**src/rtl/imm_pkg.sv**
```systemverilog
// Shared immediate-field layout for the encoder and the sign-extender stage.
// Format codes, field positions/widths, FSM states and small decode helpers.
package imm_pkg;

   localparam int unsigned IMM_WIDTH     = 64;
   localparam int unsigned FIELD_W       = 26;
   localparam int unsigned CHUNK_W       = 16;
   localparam int unsigned NUM_CHUNKS    = 4;

   localparam int unsigned I_LSB         = 10;
   localparam int unsigned I_W           = 12;
   localparam int unsigned D_LSB         = 12;
   localparam int unsigned D_W           = 9;
   localparam int unsigned B_LSB         = 0;
   localparam int unsigned B_W           = 26;
   localparam int unsigned CB_LSB        = 5;
   localparam int unsigned CB_W          = 19;
   localparam int unsigned MOV_HW_LSB    = 21;
   localparam int unsigned MOV_CHUNK_LSB = 5;

   typedef enum logic [2:0] {
      FMT_I   = 3'b000,
      FMT_D   = 3'b001,
      FMT_B   = 3'b010,
      FMT_CB  = 3'b011,
      FMT_MOV = 3'b100
   } fmt_e;

   typedef enum logic {
      IDLE = 1'b0,
      EMIT = 1'b1
   } state_e;

   // Any code with bit 2 set is a wide move; the low bits are don't-care there.
   function automatic fmt_e decode_fmt(input logic [2:0] ctrl);
      return ctrl[2] ? FMT_MOV : fmt_e'(ctrl);
   endfunction

   // True when v is exactly the sign extension of its low n bits.
   function automatic logic fits_signed(input logic [IMM_WIDTH-1:0] v, input int unsigned n);
      logic [IMM_WIDTH-1:0] s;
      s = IMM_WIDTH'($signed(v) >>> (n - 1));
      return (&s) || (~|s);
   endfunction

endpackage

```
**src/rtl/imm_field_encoder_if.sv**
```systemverilog
// Request/beat bus between constant generation, the encoder and the imem writer.
interface imm_field_encoder_if;
   import imm_pkg::*;

   logic                 InValid;
   logic                 InReady;
   logic [IMM_WIDTH-1:0] BusImm;
   logic [2:0]           Ctrl;
   logic                 OutValid;
   logic                 OutReady;
   logic [FIELD_W-1:0]   Imm26;
   logic                 OutFirst;
   logic                 OutLast;
   logic                 OutErr;

   modport master (
      output InValid, BusImm, Ctrl, OutReady,
      input  InReady, OutValid, Imm26, OutFirst, OutLast, OutErr
   );

   modport slave (
      input  InValid, BusImm, Ctrl, OutReady,
      output InReady, OutValid, Imm26, OutFirst, OutLast, OutErr
   );

endinterface

```
**src/rtl/imm_chunk_select.sv**
```systemverilog
// Lowest-set-bit priority encoder over the wide-move chunk mask.
module imm_chunk_select
   import imm_pkg::*;
(
   input  logic [NUM_CHUNKS-1:0] mask,
   output logic [1:0]            idx,
   output logic                  found,
   output logic [NUM_CHUNKS-1:0] rest
);

   always_comb begin
      idx   = 2'd0;
      found = 1'b0;
      for (int k = NUM_CHUNKS - 1; k >= 0; k--) begin
         if (mask[k]) begin
            idx   = 2'(k);
            found = 1'b1;
         end
      end
      rest = mask & NUM_CHUNKS'(mask - NUM_CHUNKS'(1));
   end

endmodule

```
**src/rtl/imm_field_encoder.sv**
```systemverilog
// Packs a 64-bit immediate into the 26-bit instruction field, splitting
// wide moves into a MOVZ/MOVK beat sequence.
module imm_field_encoder
   import imm_pkg::*;
#(
   parameter bit          SKIP_ZERO = 1'b1,
   parameter int unsigned IMM_W     = IMM_WIDTH
) (
   input  logic                Clk,
   input  logic                Reset,
   imm_field_encoder_if.slave  bus
);

   state_e               state_q, state_d;
   logic [IMM_W-1:0]     imm_q, imm_d;
   logic [NUM_CHUNKS-1:0] mask_q, mask_d;
   logic                 in_ready_q, in_ready_d;
   logic                 out_valid_q, out_valid_d;
   logic [FIELD_W-1:0]   imm26_q, imm26_d;
   logic                 first_q, first_d;
   logic                 last_q, last_d;
   logic                 err_q, err_d;

   logic [IMM_WIDTH-1:0]  src_imm_c;
   logic [NUM_CHUNKS-1:0] new_mask_c, sel_mask_c, rest_c;
   logic [1:0]            sel_idx_c, hw_c;
   logic                  found_c;
   logic [CHUNK_W-1:0]    chunk_c;
   logic [FIELD_W-1:0]    mov_field_c;

   // In IDLE the first beat is built straight from the bus; afterwards from latched copies.
   always_comb begin
      src_imm_c = (state_q == IDLE) ? bus.BusImm : IMM_WIDTH'(imm_q);
      for (int k = 0; k < NUM_CHUNKS; k++) begin
         new_mask_c[k] = (bus.BusImm[k*CHUNK_W +: CHUNK_W] != '0) || !SKIP_ZERO;
      end
      sel_mask_c  = (state_q == IDLE) ? new_mask_c : mask_q;
      hw_c        = found_c ? sel_idx_c : 2'd0;
      chunk_c     = src_imm_c[{hw_c, 4'b0000} +: CHUNK_W];
      mov_field_c = (FIELD_W'(hw_c) << MOV_HW_LSB) | (FIELD_W'(chunk_c) << MOV_CHUNK_LSB);
   end

   imm_chunk_select u_chunk_select (
      .mask  (sel_mask_c),
      .idx   (sel_idx_c),
      .found (found_c),
      .rest  (rest_c)
   );

   always_ff @(posedge Clk) begin
      if (Reset) begin
         state_q     <= IDLE;
         imm_q       <= '0;
         mask_q      <= '0;
         in_ready_q  <= 1'b1;
         out_valid_q <= 1'b0;
         imm26_q     <= '0;
         first_q     <= 1'b0;
         last_q      <= 1'b0;
         err_q       <= 1'b0;
      end else begin
         state_q     <= state_d;
         imm_q       <= imm_d;
         mask_q      <= mask_d;
         in_ready_q  <= in_ready_d;
         out_valid_q <= out_valid_d;
         imm26_q     <= imm26_d;
         first_q     <= first_d;
         last_q      <= last_d;
         err_q       <= err_d;
      end
   end

   always_comb begin
      state_d     = state_q;
      imm_d       = imm_q;
      mask_d      = mask_q;
      in_ready_d  = in_ready_q;
      out_valid_d = out_valid_q;
      imm26_d     = imm26_q;
      first_d     = first_q;
      last_d      = last_q;
      err_d       = err_q;

      case (state_q)
         IDLE: begin
            if (bus.InValid && in_ready_q) begin
               state_d     = EMIT;
               imm_d       = IMM_W'(bus.BusImm);
               in_ready_d  = 1'b0;
               out_valid_d = 1'b1;
               first_d     = 1'b1;
               last_d      = 1'b1;
               mask_d      = '0;
               case (decode_fmt(bus.Ctrl))
                  FMT_I: begin
                     imm26_d = FIELD_W'(bus.BusImm[I_W-1:0]) << I_LSB;
                     err_d   = !fits_signed(bus.BusImm, I_W);
                  end
                  FMT_D: begin
                     imm26_d = FIELD_W'(bus.BusImm[D_W-1:0]) << D_LSB;
                     err_d   = !fits_signed(bus.BusImm, D_W);
                  end
                  FMT_B: begin
                     imm26_d = FIELD_W'(bus.BusImm[B_W-1:0]) << B_LSB;
                     err_d   = !fits_signed(bus.BusImm, B_W);
                  end
                  FMT_CB: begin
                     imm26_d = FIELD_W'(bus.BusImm[CB_W-1:0]) << CB_LSB;
                     err_d   = !fits_signed(bus.BusImm, CB_W);
                  end
                  default: begin
                     imm26_d = mov_field_c;
                     err_d   = 1'b0;
                     last_d  = (rest_c == '0);
                     mask_d  = rest_c;
                  end
               endcase
            end
         end
         EMIT: begin
            if (out_valid_q && bus.OutReady) begin
               if (last_q) begin
                  state_d     = IDLE;
                  in_ready_d  = 1'b1;
                  out_valid_d = 1'b0;
                  imm26_d     = '0;
                  first_d     = 1'b0;
                  last_d      = 1'b0;
                  err_d       = 1'b0;
               end else begin
                  imm26_d = mov_field_c;
                  first_d = 1'b0;
                  last_d  = (rest_c == '0);
                  err_d   = 1'b0;
                  mask_d  = rest_c;
               end
            end
         end
         default: state_d = IDLE;
      endcase
   end

   assign bus.InReady  = in_ready_q;
   assign bus.OutValid = out_valid_q;
   assign bus.Imm26    = imm26_q;
   assign bus.OutFirst = first_q;
   assign bus.OutLast  = last_q;
   assign bus.OutErr   = err_q;

endmodule
```
**src/flat_wrapper.sv**
```systemverilog
// flat-port wrapper written by rule: the top's interface ports become plain ports
module imm_field_encoder_flat import imm_pkg::*;
#(
   parameter bit          SKIP_ZERO = 1'b1,
   parameter int unsigned IMM_W     = IMM_WIDTH
)
  (Clk, Reset, bus_InValid, bus_BusImm, bus_Ctrl, bus_OutReady, bus_InReady, bus_OutValid, bus_Imm26, bus_OutFirst, bus_OutLast, bus_OutErr);
  imm_field_encoder_if bus_i ();
  input  logic Clk;
  input  logic Reset;
  input wire logic [$bits(bus_i.InValid)-1:0] bus_InValid;
  input wire logic [$bits(bus_i.BusImm)-1:0] bus_BusImm;
  input wire logic [$bits(bus_i.Ctrl)-1:0] bus_Ctrl;
  input wire logic [$bits(bus_i.OutReady)-1:0] bus_OutReady;
  output wire logic [$bits(bus_i.InReady)-1:0] bus_InReady;
  output wire logic [$bits(bus_i.OutValid)-1:0] bus_OutValid;
  output wire logic [$bits(bus_i.Imm26)-1:0] bus_Imm26;
  output wire logic [$bits(bus_i.OutFirst)-1:0] bus_OutFirst;
  output wire logic [$bits(bus_i.OutLast)-1:0] bus_OutLast;
  output wire logic [$bits(bus_i.OutErr)-1:0] bus_OutErr;
  assign bus_i.InValid = bus_InValid;
  assign bus_i.BusImm = bus_BusImm;
  assign bus_i.Ctrl = bus_Ctrl;
  assign bus_i.OutReady = bus_OutReady;
  assign bus_InReady = bus_i.InReady;
  assign bus_OutValid = bus_i.OutValid;
  assign bus_Imm26 = bus_i.Imm26;
  assign bus_OutFirst = bus_i.OutFirst;
  assign bus_OutLast = bus_i.OutLast;
  assign bus_OutErr = bus_i.OutErr;
  imm_field_encoder #(.SKIP_ZERO(SKIP_ZERO), .IMM_W(IMM_W)) u_core (.Clk(Clk), .Reset(Reset), .bus(bus_i));
endmodule
```
**config.mk**
```make
export PLATFORM = sky130hd
export DESIGN_NAME = imm_field_encoder_flat
export DESIGN_NICKNAME = d
export VERILOG_FILES = /design/src/rtl/imm_pkg.sv /design/src/rtl/imm_field_encoder_if.sv /design/src/rtl/imm_chunk_select.sv /design/src/rtl/imm_field_encoder.sv /design/src/flat_wrapper.sv
export SDC_FILE = /design/constraint.sdc
export NUM_CORES = 1
export LEC_CHECK = 0
export ABC_AREA = 0
export BUFFER_PORTS_ARGS = -buffer_cell sky130_fd_sc_hd__buf_2
export CELL_PAD_IN_SITES_DETAIL_PLACEMENT = 1
export CELL_PAD_IN_SITES_GLOBAL_PLACEMENT = 1
export CORE_MARGIN = 2
export CORE_UTILIZATION = 35
export CTS_BUF_LIST = sky130_fd_sc_hd__clkbuf_2
export DETAILED_ROUTE_END_ITERATION = 12
export GPL_ROUTABILITY_DRIVEN = 0
export MAX_ROUTING_LAYER = met4
export PLACE_DENSITY_LB_ADDON = 0.1
export SYNTH_ARGS = -nofsm -noshare
export SYNTH_HDL_FRONTEND = slang
export SYNTH_SLANG_ARGS = --single-unit
```
**constraint.sdc**
```tcl
create_clock -name Clk -period 2.2 [get_ports Clk]
set_clock_uncertainty 0.15 [all_clocks]
set_input_delay 0.22 -clock Clk [delete_from_list [all_inputs] [get_ports Clk]]
set_output_delay 0.22 -clock Clk [all_outputs]
set_load 0.1 [all_outputs]
```
==> impl_metrics.tcl <==
set metrics [dict create \
    grt_pass1_wl_mm 44.8 \
    viasPerCell 6.04 \
    numPlacedInstances 1156 \
    slowest_stage "dfxtp_4" \
    synthDistinctLibCells 69 \
    r2r_cells 8 \
    grt_overflow 0 \
    die_x_um 133 \
    fin_util_pct 53.6 \
    rows 47 \
    vdd_ir_drop_max_v 0.000345 \
    critPathCaptureType "flip-flop" \
    required_ns 2.57 \
    synth_fp_nets 814 \
    syn_to_final_growth_pct 51.3 \
    drc 0 \
    clkSinkCount 99 \
    max_cap_viol_count 0 \
    io_buffers 101 \
    status "finished with violations" \
    p_leak_nw 3.58 \
    slew_violations 0 \
    root_buffer "clkbuf_2" \
    num_io_pins 102 \
    synth_seq_cells 99 \
    critPathMaxStageDelay_ns 0.42 \
    critPathTopFamily "multiplexers" \
    max_slew_margin_pct 55.1 \
    clkTransAtPathRegs_ns 0.28 \
    whs_ns 0.212 \
    die-area_mm2 0.0177 \
    setup_viol 18 \
    setup_slack_ns -0.207 \
    cp_max_fo 6 \
    vias 7587 \
    worstSetupPathType "reg -> reg" \
    worst_slew_pin_slew_ns 0.667 \
    place_ws_ns -0.810 \
    start_util_pct 35.5 \
    violations "negative setup slack" \
    power_mw 5.21 \
    stdcell_area_mm2 0.00883 \
    coreArea_mm2 0.0165 \
    ys.flop_type "dfxtp_1" \
    finalCritPeriodShare_pct 109 \
    wirelength_mm 30.2 \
    worst_setup_path_start_kind "flip-flop" \
    hpwl_mm 21.0 \
    final_nets 1101 \
    rsz0062_at_grt "yes" \
    clock_latency_ns 0.64 \
    cts_buffers 9 \
    avgSynthCellArea_um2 7.86 \
    hold_start "bus_Ctrl[0]" \
    synth_cells 743 \
    place_area_mm2 0.00754 \
    final_antenna_net_count 0 \
    cts_max_level 3 \
    cts_tree "built" \
    die_h_um 133 \
    fin_cells 1256 \
    antenna_found_initial 2 \
    r2r_start "u_core.state_q" \
    synth_async_sr_flop_share_pct 0 \
    cp.depth 8 \
    hold_viol_final 0 \
    grt_max_degree 57 \
    grt_pass1_vias 7732 \
    tns_ns -2.24 \
    min_path_cells 6 \
    yosys_warnings 0 \
    drtIter0Drc 658 \
    synthesis.area_mm2 0.00584 \
    crit_start "u_core.state_q" \
    grt_usage_pct 34.1 \
    hold_path.class "in -> reg" \
    max_clock_freq_mhz 416 \
    worstPathArrival_ns 2.78 \
    fin_crit_ns 2.41 \
    clockBufferDepth 2 \
    post_route_cells_drive_above_1_share_pct 35.7 \
    ys_seq_area_share_pct 33.9 \
    wl_per_cell_um 24.0 \
    drt_pass1_iterations 5 \
    crit_buf_inv 3 \
    path_cells "buf_6 -> inv_8 -> mux2_4 -> nor2_4 -> buf_4 -> mux2_2 -> a221oi_4 -> a311oi_2" \
    synth_edf_count 0 \
    power_density_mw_per_mm2 590 \
]
-- cell families after synthesis --
family / synth area share [%]
flip-flops: 33.9
buffers and inverters: 4.84
AO/OA/AOI/OAI: 24.7
adder cells (fa/ha/maj): 0.171
multiplexers: 11.4
AND/OR/NAND/NOR: 24.9
-- cell type report --
cell class | instances | area, µm²
antenna | 2 | 5.00
multi-input combinational | 586 | 3890
sequential | 99 | 1990
clock inverter | 3 | 63.8
timing repair buffer | 330 | 2530
fill | 2065 | 7630
clock buffer | 12 | 60.1
inverter | 4 | 22.5
tap | 220 | 275
-- layout by cell type, fill, tap and decap left out, types with 5 or more instances in the layout --
master,netlist,layout
o211ai_1,11,11
a211oi_1,8,6
nand4_1,16,16
mux2i_1,16,15
a211o_1,6,6
clkbuf_2,0,12
buf_6,5,19
nand3_1,25,20
a22oi_1,8,7
mux4_2,13,13
a311oi_1,14,5
a31oi_1,7,6
nor2_1,48,47
dfxtp_1,99,95
nor3_1,9,9
o21ai_2,0,6
a21oi_1,84,81
buf_4,5,136
and3_1,8,8
a311oi_2,0,8
a221o_1,5,5
nand3_2,0,5
o21ai_0,30,21
nand2_1,186,182
dlygate4sd3_1,0,70
buf_2,4,100
mux2_4,3,6
mux2_2,13,10
nor4_1,14,14
-- sequential cells by signal, summed over array words and instances, names as in the netlist --
register and flops:
u_core.bus.Imm26 26, u_core.bus.InReady 1, u_core.bus.OutErr 1, u_core.bus.OutFirst 1
u_core.bus.OutLast 1, u_core.bus.OutValid 1, u_core.imm_q 64, u_core.mask_q 3
u_core.state_q 1
-- where the power goes --
| part | internal (mW) | switching (mW) |
|---|---|---|
| clock network | 0.381 | 0.638 |
| logic | 0.782 | 1.37 |
| registers | 1.94 | 0.102 |
-- cells in the mapped netlist (6+ instances only) --
| cell type | n | area [µm²] |
|---|---|---|
| a211o_1 | 6 | 52.6 |
| a211oi_1 | 8 | 60.1 |
| a21oi_1 | 84 | 420 |
| a22oi_1 | 8 | 60.1 |
| a311oi_1 | 14 | 123 |
| a31oi_1 | 7 | 43.8 |
| and3_1 | 8 | 50.1 |
| buf_1 | 7 | 26.3 |
| clkbuf_1 | 34 | 128 |
| dfxtp_1 | 99 | 1980 |
| mux2_2 | 13 | 146 |
| mux2i_1 | 16 | 160 |
| mux4_2 | 13 | 293 |
| nand2_1 | 186 | 698 |
| nand3_1 | 25 | 125 |
| nand4_1 | 16 | 100 |
| nor2_1 | 48 | 180 |
| nor3_1 | 9 | 45.0 |
| nor4_1 | 14 | 87.6 |
| o211ai_1 | 11 | 82.6 |
| o21ai_0 | 30 | 150 |
-- routing by layer --
layer	part of all wire (%)	global-route usage, %
met5	0	-
met1	40	41.0
met2	48	55.5
met3	6.9	6.74
met4	5.2	15.7
-- tightest hold or removal path, cell delays in order --
cell,delay [ns]
buf_2,0.21
mux4_2,0.32
nand2_1,0.09
nand2_1,0.06
o21ai_2,0.06
a31oi_1,0.04
-- final timing paths --
| path | to | slack, ns |
|---|---|---|
| setup / recovery | u_core.bus.Imm26[19] | -0.21 |
| setup reg to reg | u_core.bus.Imm26[19] | -0.21 |
| hold / removal | u_core.bus.Imm26[18] | 0.21 |
| hold reg to reg | u_core.imm_q[59] | 0.33 |
-- timing repair --
action	in CTS	in global routing
pin swaps	24	27
gates resized for setup	41	50
gates cloned	1	0
hold buffers	70	0
endpoints found under the setup margin	47	21
buffers inserted	10	6
endpoints found under the hold margin	92	0
Power figures use the tool's default switching activity.
